**src/rtl/ytydla_cmac_if.sv**
```systemverilog
// rtl/ytydla_cmac_if.sv - command, operand, multiplier and result signals of the CMAC sequencer
interface ytydla_cmac_if #(
   parameter int DATA_W = 16,
   parameter int LEN_W  = 8
);
   logic              cmd_valid;
   logic              cmd_ready;
   logic [LEN_W-1:0]  cmd_len;
   logic              in_valid;
   logic              in_ready;
   logic [DATA_W-1:0] in_data;
   logic [DATA_W-1:0] in_weight;
   logic [DATA_W-1:0] mul_data;
   logic [DATA_W-1:0] mul_weight;
   logic [DATA_W-1:0] mul_result;
   logic              out_valid;
   logic              out_ready;
   logic [DATA_W-1:0] out_data;
   logic              busy;

   modport master (
      output cmd_valid, cmd_len, in_valid, in_data, in_weight, mul_result, out_ready,
      input  cmd_ready, in_ready, mul_data, mul_weight, out_valid, out_data, busy
   );

   modport slave (
      input  cmd_valid, cmd_len, in_valid, in_data, in_weight, mul_result, out_ready,
      output cmd_ready, in_ready, mul_data, mul_weight, out_valid, out_data, busy
   );
endinterface

```
**src/rtl/ytydla_cmac_ctrl.sv**
```systemverilog
// rtl/ytydla_cmac_ctrl.sv - dot-product sequencer around the one-cycle CMAC multiplier
// Define YTYDLA_CMAC_SAT_EN to saturate the narrowed result instead of wrapping it.
module ytydla_cmac_ctrl #(
   parameter int DATA_W = 16,
   parameter int LEN_W  = 8,
   parameter int ACC_W  = DATA_W + LEN_W
) (
   input  logic          clk,
   input  logic          rst,
   input  logic          abort,
   ytydla_cmac_if.slave  bus
);
   typedef enum logic [1:0] {IDLE, RUN, DRAIN, DONE} state_t;

   state_t             state_q;
   logic [ACC_W-1:0]   acc_q;
   logic [ACC_W-1:0]   acc_d;
   logic [LEN_W-1:0]   cnt_q;
   logic               p_vld_q;
   logic               out_valid_q;
   logic [DATA_W-1:0]  out_data_q;
   logic [DATA_W-1:0]  narrow_d;
   logic               in_ready_q;
   logic               cmd_ready_q;
   logic               busy_q;
   logic               accept;

   // abort also gates the operands so nothing new enters the multiplier that cycle
   assign accept         = in_ready_q & bus.in_valid & ~abort;
   assign bus.mul_data   = accept ? bus.in_data   : '0;
   assign bus.mul_weight = accept ? bus.in_weight : '0;
   assign bus.in_ready   = in_ready_q;
   assign bus.cmd_ready  = cmd_ready_q;
   assign bus.out_valid  = out_valid_q;
   assign bus.out_data   = out_data_q;
   assign bus.busy       = busy_q;

   always_comb begin
      acc_d = acc_q;
      if (p_vld_q)
         acc_d = acc_q + {{(ACC_W-DATA_W){bus.mul_result[DATA_W-1]}}, bus.mul_result};
   end

`ifdef YTYDLA_CMAC_SAT_EN
   // in range exactly when the bits from the result sign bit upward all agree
   always_comb begin
      narrow_d = acc_d[DATA_W-1:0];
      if (!((acc_d[ACC_W-1:DATA_W-1] == '0) || (acc_d[ACC_W-1:DATA_W-1] == '1)))
         narrow_d = acc_d[ACC_W-1] ? {1'b1, {(DATA_W-1){1'b0}}} : {1'b0, {(DATA_W-1){1'b1}}};
   end
`else
   assign narrow_d = acc_d[DATA_W-1:0];
`endif

   always_ff @(posedge clk or posedge rst) begin
      if (rst) begin
         state_q     <= IDLE;
         acc_q       <= '0;
         cnt_q       <= '0;
         p_vld_q     <= 1'b0;
         out_valid_q <= 1'b0;
         out_data_q  <= '0;
         in_ready_q  <= 1'b0;
         cmd_ready_q <= 1'b1;
         busy_q      <= 1'b0;
      end else if (abort) begin
         state_q     <= IDLE;
         acc_q       <= '0;
         cnt_q       <= '0;
         p_vld_q     <= 1'b0;
         out_valid_q <= 1'b0;
         in_ready_q  <= 1'b0;
         cmd_ready_q <= 1'b1;
         busy_q      <= 1'b0;
      end else begin
         acc_q   <= acc_d;
         p_vld_q <= accept;
         case (state_q)
            IDLE: begin
               if (bus.cmd_valid && cmd_ready_q) begin
                  acc_q       <= '0;
                  cnt_q       <= bus.cmd_len;
                  cmd_ready_q <= 1'b0;
                  busy_q      <= 1'b1;
                  if (bus.cmd_len == '0) begin
                     state_q     <= DONE;
                     out_valid_q <= 1'b1;
                     out_data_q  <= '0;
                  end else begin
                     state_q    <= RUN;
                     in_ready_q <= 1'b1;
                  end
               end
            end
            RUN: begin
               if (accept) begin
                  cnt_q <= cnt_q - LEN_W'(1);
                  if (cnt_q == LEN_W'(1)) begin
                     state_q    <= DRAIN;
                     in_ready_q <= 1'b0;
                  end
               end
            end
            DRAIN: begin
               // the last product lands this cycle, so capture the sum including it
               state_q     <= DONE;
               out_valid_q <= 1'b1;
               out_data_q  <= narrow_d;
            end
            DONE: begin
               if (bus.out_ready) begin
                  state_q     <= IDLE;
                  out_valid_q <= 1'b0;
                  cmd_ready_q <= 1'b1;
                  busy_q      <= 1'b0;
               end
            end
            default: begin
               state_q     <= IDLE;
               in_ready_q  <= 1'b0;
               out_valid_q <= 1'b0;
               cmd_ready_q <= 1'b1;
               busy_q      <= 1'b0;
            end
         endcase
      end
   end
endmodule

```
**src/flat_wrapper.sv**
```systemverilog
// flat-port wrapper written by rule: the top's interface ports become plain ports
module ytydla_cmac_ctrl_flat 
#(
   parameter int DATA_W = 16,
   parameter int LEN_W  = 8,
   parameter int ACC_W  = DATA_W + LEN_W
)
  (clk, rst, abort, bus_cmd_valid, bus_cmd_len, bus_in_valid, bus_in_data, bus_in_weight, bus_mul_result, bus_out_ready, bus_cmd_ready, bus_in_ready, bus_mul_data, bus_mul_weight, bus_out_valid, bus_out_data, bus_busy);
  ytydla_cmac_if #(.DATA_W(DATA_W), .LEN_W(LEN_W)) bus_i ();
  input  logic clk;
  input  logic rst;
  input  logic abort;
  input wire logic [$bits(bus_i.cmd_valid)-1:0] bus_cmd_valid;
  input wire logic [$bits(bus_i.cmd_len)-1:0] bus_cmd_len;
  input wire logic [$bits(bus_i.in_valid)-1:0] bus_in_valid;
  input wire logic [$bits(bus_i.in_data)-1:0] bus_in_data;
  input wire logic [$bits(bus_i.in_weight)-1:0] bus_in_weight;
  input wire logic [$bits(bus_i.mul_result)-1:0] bus_mul_result;
  input wire logic [$bits(bus_i.out_ready)-1:0] bus_out_ready;
  output wire logic [$bits(bus_i.cmd_ready)-1:0] bus_cmd_ready;
  output wire logic [$bits(bus_i.in_ready)-1:0] bus_in_ready;
  output wire logic [$bits(bus_i.mul_data)-1:0] bus_mul_data;
  output wire logic [$bits(bus_i.mul_weight)-1:0] bus_mul_weight;
  output wire logic [$bits(bus_i.out_valid)-1:0] bus_out_valid;
  output wire logic [$bits(bus_i.out_data)-1:0] bus_out_data;
  output wire logic [$bits(bus_i.busy)-1:0] bus_busy;
  assign bus_i.cmd_valid = bus_cmd_valid;
  assign bus_i.cmd_len = bus_cmd_len;
  assign bus_i.in_valid = bus_in_valid;
  assign bus_i.in_data = bus_in_data;
  assign bus_i.in_weight = bus_in_weight;
  assign bus_i.mul_result = bus_mul_result;
  assign bus_i.out_ready = bus_out_ready;
  assign bus_cmd_ready = bus_i.cmd_ready;
  assign bus_in_ready = bus_i.in_ready;
  assign bus_mul_data = bus_i.mul_data;
  assign bus_mul_weight = bus_i.mul_weight;
  assign bus_out_valid = bus_i.out_valid;
  assign bus_out_data = bus_i.out_data;
  assign bus_busy = bus_i.busy;
  ytydla_cmac_ctrl #(.DATA_W(DATA_W), .LEN_W(LEN_W), .ACC_W(ACC_W)) u_core (.clk(clk), .rst(rst), .abort(abort), .bus(bus_i));
endmodule
```
**config.mk**
```make
export PLATFORM = sky130hd
export DESIGN_NAME = ytydla_cmac_ctrl_flat
export DESIGN_NICKNAME = d
export VERILOG_FILES = /design/src/rtl/ytydla_cmac_if.sv /design/src/rtl/ytydla_cmac_ctrl.sv /design/src/flat_wrapper.sv
export SDC_FILE = /design/constraint.sdc
export NUM_CORES = 1
export LEC_CHECK = 0
export BUFFER_PORTS_ARGS = -buffer_cell sky130_fd_sc_hd__buf_2
export CELL_PAD_IN_SITES_DETAIL_PLACEMENT = 0
export CELL_PAD_IN_SITES_GLOBAL_PLACEMENT = 1
export CORE_ASPECT_RATIO = 0.6
export CORE_MARGIN = 10
export CORE_UTILIZATION = 39
export DETAILED_ROUTE_END_ITERATION = 10
export PLACE_DENSITY = 0.89
export SETUP_SLACK_MARGIN = 0.1
export SLEW_MARGIN = 20
export SYNTH_ARGS = -nofsm -noshare
export SYNTH_HDL_FRONTEND = slang
export SYNTH_SLANG_ARGS = --single-unit
```
**constraint.sdc**
```tcl
create_clock -name clk -period 3.5 [get_ports clk]
set_input_delay 0 -clock clk [delete_from_list [all_inputs] [get_ports clk]]
set_output_delay 0 -clock clk [all_outputs]
set_load 0.01 [all_outputs]
```
==> results of run 1 <==
[cell usage after synthesis (all sizes together), types with 4 or more instances]
| cell | n | area (um2) |
|---|---|---|
| dfrtp | 46 | 1150 |
| buf | 4 | 17.5 |
| ha | 21 | 263 |
| and2 | 37 | 234 |
| a21oi | 25 | 129 |
| mux2i | 9 | 90.1 |
| nor3 | 5 | 25.0 |
| o31ai | 7 | 52.6 |
| clkbuf | 12 | 45.0 |
| nor2 | 36 | 135 |
| nand3 | 11 | 55.1 |
| a31oi | 6 | 37.5 |
| nor2b | 8 | 50.1 |
| a211oi | 4 | 30.0 |
| nand2b | 8 | 50.1 |
| inv | 15 | 56.3 |
| o21ai | 30 | 150 |
| xnor2 | 6 | 52.6 |
| nand2 | 34 | 128 |
[layout make-up]
class / count / area (um2)
repair buffers: 117 / 598
flip-flops and latches: 47 / 1180
fillers: 757 / 3910
multi-input cells: 299 / 1910
inverters: 15 / 57.6
well taps: 108 / 135
clock buffers: 8 / 156
[power by group through the flow]
stage	sequential, mW	clock [mW]	combinational (mW)
after floorplan	0.737	0	0.603
after global placement	0.742	0	0.850
after detailed placement	0.742	0	0.866
after CTS	0.735	0.512	0.870
after global routing	0.748	0.543	0.973
final	0.738	0.498	0.870
[cells by family (layout without fill, tap and decap cells)]
| family | count (synthesis) | after routing | share of synthesized area |
|---|---|---|---|
| AOI/OAI and AO/OA | 104 | 104 | 0.209 |
| xor gates and xnor gates | 8 | 8 | 0.0219 |
| adders and majority gates | 22 | 22 | 0.0882 |
| buffers and inverters | 31 | 140 | 0.0371 |
| DFF | 47 | 47 | 0.367 |
| muxes | 9 | 9 | 0.0281 |
| and+or+nand+nor | 156 | 156 | 0.249 |
[critical path: stages (launching register included)]
cell and delay [ns]:
dfrtp_1 0.38, ha_1 0.37, and2_4 0.18, a221oi_2 0.29, a21oi_2 0.15, o31a_1 0.27
or3_1 0.30, a31oi_1 0.21, o21ai_1 0.08
[final timing paths]
path / endpoint / slack, ns / cells after the start / startpoint
setup / recovery: u_core.bus.out_data[9]$_DFFE_PP0P_ / 1.13 / 8 / u_core.acc_q[4]$_DFF_PP0_
hold / removal: u_core.bus.out_valid$_DFFE_PP0P_ / 0.03 / 4 / bus_out_ready
setup reg to reg: u_core.bus.out_data[9]$_DFFE_PP0P_ / 1.13 / 8 / u_core.acc_q[4]$_DFF_PP0_
hold reg to reg: u_core.bus.out_data[7]$_DFFE_PP0P_ / 0.48 / 2 / u_core.bus.out_data[7]$_DFFE_PP0P_
max in group asynchronous: u_core.bus.in_ready$_DFFE_PP0P_ / 2.59 / 3 / rst
min in group asynchronous: u_core.bus.out_data[2]$_DFFE_PP0P_ / 0.40 / 3 / rst
[state kept, by name, indices dropped and copies added, names as in the netlist]
name and cells:
u_core.acc_q 16, u_core.state_q 2, u_core.p_vld_q 1, u_core.cnt_q 8, u_core.bus.out_data 16, u_core.bus.cmd_ready 1, u_core.bus.in_ready 1, u_core.bus.out_valid 1
u_core.bus.busy 1
[layer usage]
metal  global-route usage  part of all wire  vias to the layer above  wire (um)
met5                    0                 0                        -          0
met4               0.0262            0.0041                        0         40
met3               0.0389             0.088                        2        862
met2                0.219              0.42                      117       4120
met1                0.219              0.48                     1498       4730
li1                     -                 -                     1555          -
[stage by stage]
step | setup WS, ns | area (um2) | std cells | power, mW
global route | 0.928 | 4040 | 594 | 2.27
global placement | 1.22 | 3870 | 585 | 1.59
detailed placement | 1.18 | 3870 | 585 | 1.61
finish | 1.13 | 4040 | 594 | 2.11
CTS | 1.12 | 4020 | 593 | 2.12
floorplan | 1.36 | 3210 | 377 | 1.34
==> summary.md, run 1 <==
| Metric | Value |
|---|---|
| Outcome | `completed` |
| Data required, critical path | `3.65 ns` |
| YS warnings | `0` |
| GRT Util Overall | `0.150` |
| Gate power share | `0.413` |
| Vias per cell | `5.34` |
| Height of the die | `90.2 um` |
| Final Hold Viols | `0` |
| Rel. slew slack | `0.426` |
| Final core utilization | `0.508` |
| RSZ-0062 raised after global routing | `false` |
| Mapped Area | `3210 um2` |
| Initial Util | `0.404` |
| Drt first pass iters | `4` |
| Net Sw Power | `819 uW` |
| Clock power share | `0.237` |
| Mapped Avg Cell Area | `8.51 um2` |
| Switch share | `0.389` |
| Clock Tree Buf Depth | `2` |
| Remaining DRCs | `0` |
| Hold slack | `0.0299 ns` |
| Final clock skew | `0.00662 ns` |
| Power per cell area | `522 nW/um2` |
| CORE AREA | `7950 um2` |
| Post-CTS Repair Setup Buffers | `0` |
| Post-DP HPWL | `7600 um` |
| Die X | `137 um` |
| I/O pins | `114` |
| Data arrival time of the worst path | `2.52 ns` |
| Layout cells sized above 1 | `0.267` |
| IR drop worst, VDD | `221 uV` |
| Vias | `3172` |
| Final slew viol count | `0` |
| Least-Margin Pin Slew | `0.861 ns` |
| Final worst path period share | `0.678` |
| Grt ovf | `0` |
| Resized cells post-CTS | `0` |
| FF+latch count, synth | `47` |
| Crit end category | `register` |
| Worst min-delay path class | `in2reg` |
| First-pass GRT wire length | `15400 um` |
| Syn_nets | `461` |
| Routability-driven placement congestion ratio | `0.830` |
| Antenna cell count | `0` |
| CTS tree | `done` |
| Final wirelength | `9750 um` |
| Clock sinks | `47` |
| Post-synthesis sequential area ratio | `0.367` |
| Initial antenna violation count | `0` |
| Int Pwr | `1.29 mW` |
| Per-cell routed wire length | `16.4 um` |
| Routed Antenna Nets | `0` |
| H-Tree Depth | `2` |
| Yosys cell types | `55` |
| Final net count | `569` |
| Most frequent cells in the layout | `buf_2, dfrtp_1, nor2_1, and2_1, nand2_1` |
| Syn-to-layout area delta | `25.8%` |
| Vias in the first global route | `3013` |
| Worst-Skew Late Latency | `0.28 ns` |
| Commonest non-fill, non-tap cell in the layout | `buf_2` |
| Crit path time final | `2.37 ns` |
| Pleak | `2.05 nW` |
| # rows | `25` |
| CTS buffer count | `5` |
| Post-synthesis cell count | `377` |
| Setup Crit Path Kind | `reg2reg` |
| Hold buffers post-CTS | `0` |
| Synth Flop Type | `dfrtp_1` |
| DIE AREA | `12400 um2` |
| Number of synthesized flops with an enable pin | `0` |
| Max frequency | `0.422 GHz` |
| Clk slew on worst S/H paths | `0.07 ns` |
| Setup violations, final | `0` |
| DRT iter0 DRCs | `181` |
| Total negative slack | `0 ns` |
| Largest net degree at the start of global routing | `48` |
| Sequential share of power | `0.350` |
| Root Driver | `clkbuf_16` |
| CP max FO | `5` |
| Post-synth ARST share | `1.00` |
| Max-Cap Viols | `0` |
| Port-buffer cells | `113` |
| Startpoint Class | `register` |
(Power assumes the default switching activity.)
==> run 2: changes to the inputs <==
Settings changed: ABC_AREA set to 1, CORE_UTILIZATION 39 to 32, PLACE_DENSITY 0.89 to 0.81.
Clock period 3.5 ns to 1.9 ns, I/O delays scaled along.
==> summary.md, run 2 <==
| Metric | Value |
|---|---|
| R2R Path Start | `u_core.acc_q[0]$_DFF_PP0_` |
| Crit end category | `register` |
| Syn_nets | `598 (+30%)` |
| Met2 Use GR | `0.204 (-0.0148)` |
| Drt first pass iters | `4 (unchanged)` |
| Clock sinks | `47 (unchanged)` |
| Synth Area in Compound Gates | `0.109 (-0.0996)` |
| Cell Area, Placed | `4250 um2 (+10%)` |
| GR Util met1 | `0.195 (-0.0240)` |
| Routed Antenna Nets | `0 (unchanged)` |
| Initial Util | `0.327 (-0.0766)` |
| Register area | `1180 um2 (unchanged)` |
| Post-Layout Inst Area | `4690 um2 (+16%)` |
| Most instantiated cells after synthesis | `nand2_1, inv_1, nor2_1, dfrtp_1, nand3_1` |
| Startpoint Class | `register` |
| Max frequency | `0.565 GHz (+34%)` |
| Per-cell routed wire length | `13.9 um (-15%)` |
| Setup Crit Path Kind | `reg2reg` |
| Crit path time final | `1.77 ns (-0.603 ns)` |
| Most frequent cells in the layout | `nand2_1, buf_2, inv_1, nor2_1, dfrtp_1` |
| Area used by multi-input combinational logic | `2080 um2 (+8.6%)` |
| Final clock skew | `0.00786 ns (+0.00124 ns)` |
| Clk slew on worst S/H paths | `0.07 ns (about the same)` |
| Xor/xnor cell area share of the yosys netlist | `0.0102 (-0.0117)` |
| Post-DP HPWL | `8610 um (+13%)` |
| Outcome | `completed` |
| Worst-Skew Late Latency | `0.29 ns (about the same)` |
| Height of the die | `100 um (+11%)` |
| Critical path's largest stage delay | `0.35 ns (-0.03 ns)` |
| Grt ovf | `0 (unchanged)` |
| Die X | `154 um (+12%)` |
| Main combinational cell family by area after synthesis | `simple AND/OR/NAND/NOR gates` |
| Final slew viol count | `0 (unchanged)` |
| Proportion of synthesized area in mux cells | `0.00582 (-0.0223)` |
| Synth Area in Adders | `0.0822 (-0.00600)` |
| Synth top area cells | `dfrtp_1, nand2_1, inv_1, nor2_1, ha_1` |
| RSZ-0062 raised after global routing | `true` |
| Power per cell area | `978 nW/um2 (+87%)` |
| Max-Cap Viols | `0 (unchanged)` |
| Post-synth ARST share | `1.00 (unchanged)` |
| Final Hold Viols | `0 (unchanged)` |
| Data required, critical path | `2.12 ns (-1.53 ns)` |
| CORE AREA | `10500 um2 (+32%)` |
| DIE AREA | `15400 um2 (+25%)` |
| Rel. slew slack | `0.684 (+0.259)` |
| Setup violations, final | `0 (unchanged)` |
| First-pass GRT wire length | `17500 um (+13%)` |
| IR drop worst, VDD | `433 uV (+96%)` |
| Pleak | `2.73 nW (+33%)` |
| CP Cell Sequence | `ha_2 -> inv_2 -> fa_2 -> inv_2 -> nand3_2 -> nand2_4 -> nand2_4 -> nand2_4 -> nand2_2 -> nand2_1 -> nand2_1 -> nand3_2 -> nand2_1 -> nor2_1` |
| Root Driver | `clkbuf_16` |
| Met3 GRT Util | `0.0307 (-0.00815)` |
| Simple-gate portion of the synthesized area | `0.325 (+0.0762)` |
| Worst min-delay path class | `in2reg` |
| Total negative slack | `0 ns (unchanged)` |
| Final worst path period share | `0.931 (+0.253)` |
| GRT Util Overall | `0.137 (-0.0139)` |
| Vias in the first global route | `3437 (+14%)` |
| Vias per cell | `4.51 (-15%)` |
| HP Start | `bus_cmd_len[6]` |
| CP max FO | `4 (-1)` |
| Worst path slowest cell | `dfrtp_1` |
| DRT iter0 DRCs | `201 (+11%)` |
| Largest net degree at the start of global routing | `34 (-29%)` |
| Crit path from | `u_core.acc_q[0]$_DFF_PP0_` |
| Data arrival time of the worst path | `1.99 ns (-0.53 ns)` |
| Yosys cell types | `38 (-31%)` |
| Mapped Area | `3440 um2 (+7.3%)` |
| I/O pins | `114 (unchanged)` |
| Post-synthesis cell count | `514 (+36%)` |
| Synth Flop Type | `dfrtp_1` |
| Mapped Avg Cell Area | `6.69 um2 (-21%)` |
| Most numerous cell in the Yosys netlist | `nand2_1` |
| Post-synthesis sequential area ratio | `0.342 (-0.0250)` |
| # rows | `29 (+16%)` |
| Final wirelength | `10900 um (+12%)` |
| Initial antenna violation count | `0 (unchanged)` |
| Antenna cell count | `0 (unchanged)` |
| Number of synthesized flops with an enable pin | `0 (unchanged)` |
| Vias | `3529 (+11%)` |
| CTS tree | `done` |
| Cell family with most CP delay | `simple AND/OR/NAND/NOR gates` |
| Layout cells sized above 1 | `0.322 (+0.0544)` |
| Post-synth top area share | `0.335 (-0.0244)` |
| Remaining DRCs | `0 (unchanged)` |
| FF+latch count, synth | `47 (unchanged)` |
| Commonest non-fill, non-tap cell in the layout | `nand2_1` |
| YS warnings | `0 (unchanged)` |
| Least-Margin Pin Slew | `0.473 ns (-0.389 ns)` |
| Area leader, netlist | `dfrtp_1` |
| Filler cells | `1078 (+42%)` |
| Clock Tree Buf Depth | `2 (unchanged)` |
| Most Crowded Layer GR | `met2` |
| Routability-driven placement congestion ratio | `0.849 (+2.3%)` |
| Final net count | `727 (+28%)` |
| Port-buffer cells | `113 (unchanged)` |
| H-Tree Depth | `2 (unchanged)` |
| Worst Path Buf+Inv | `2 (+2)` |
| Syn-to-layout area delta | `36.3%` |
| CTS buffer count | `5 (unchanged)` |
## run 2: cells by family after synthesis
family | Yosys count
simple gates | 264
buf+inv | 112
compound gates | 63
flops | 47
fa+ha+maj | 22
xor+xnor | 4
mux | 2
## run 2: worst register-to-register path, stage by stage, from the launching register on
cell,delay [ns]
dfrtp_1,0.35
ha_2,0.19
inv_2,0.04
fa_2,0.35
inv_2,0.07
nand3_2,0.08
nand2_4,0.10
nand2_4,0.07
nand2_4,0.07
nand2_2,0.06
nand2_1,0.06
nand2_1,0.05
nand3_2,0.07
nand2_1,0.05
nor2_1,0.09
## run 2: stage by stage
stage               setup WS (ns)  power, mW  hold slack, ns  cells  utilization
floorplan                   0.166       2.87          0.0871    514            -
global placement           0.0522       3.46          0.0364    769        0.404
detailed placement         0.0193       3.52          0.0440    769        0.404
CTS                        0.0949       4.44          0.0325    779        0.422
global route             -0.00551       4.99          0.0458    782        0.446
finish                      0.131       4.59          0.0420    782        0.446
## run 2: report_power, final
| part | total [mW] | internal [mW] | switching [mW] | leakage, nW |
|---|---|---|---|---|
| logic | 2.30 | 0.917 | 1.38 | 2.03 |
| clock network | 0.885 | 0.482 | 0.404 | 0.0696 |
| registers | 1.40 | 1.23 | 0.169 | 0.630 |
| total | 4.59 | 2.63 | 1.95 | 2.73 |
## run 2: worst paths after layout
path / endpoint / slack, ns / cells after the start
setup / recovery: u_core.acc_q[14]$_DFF_PP0_ / 0.13 / 14
hold reg to reg: u_core.bus.out_data[2]$_DFFE_PP0P_ / 0.48 / 2
min in group asynchronous: u_core.bus.out_data[11]$_DFFE_PP0P_ / 0.28 / 3
setup reg to reg: u_core.acc_q[14]$_DFF_PP0_ / 0.13 / 14
hold / removal: u_core.cnt_q[6]$_DFFE_PP0P_ / 0.04 / 3
max in group asynchronous: u_core.bus.cmd_ready$_DFFE_PP1P_ / 1.02 / 4
## run 2: what timing repair did
| action | in CTS | in global routing |
|---|---|---|
| cloned | 0 | 0 |
| setup buffers | 2 | 3 |
| endpoints found under the setup margin | 8 | 38 |
| pin swaps | 7 | 14 |
| hold endpoints to repair | 17 | 0 |
| gates resized for setup | 7 | 49 |
| hold buffers | 1 | 0 |
## run 2: layout make-up
class / instances / area share
Clock inverter: 2 / 0.00294
Inverter: 103 / 0.0841
Timing Repair Buffer: 131 / 0.155
Clock buffer: 5 / 0.0267
Sequential cell: 47 / 0.251
Multi-Input combinational cell: 355 / 0.443
Tap cell: 139 / 0.0371
## run 2: metal layers
layer  vias up  part of all wire
met5         -                 0
met4         0            0.0042
met3         4             0.060
met2        93              0.42
met1      1582              0.51
li1       1850                 -
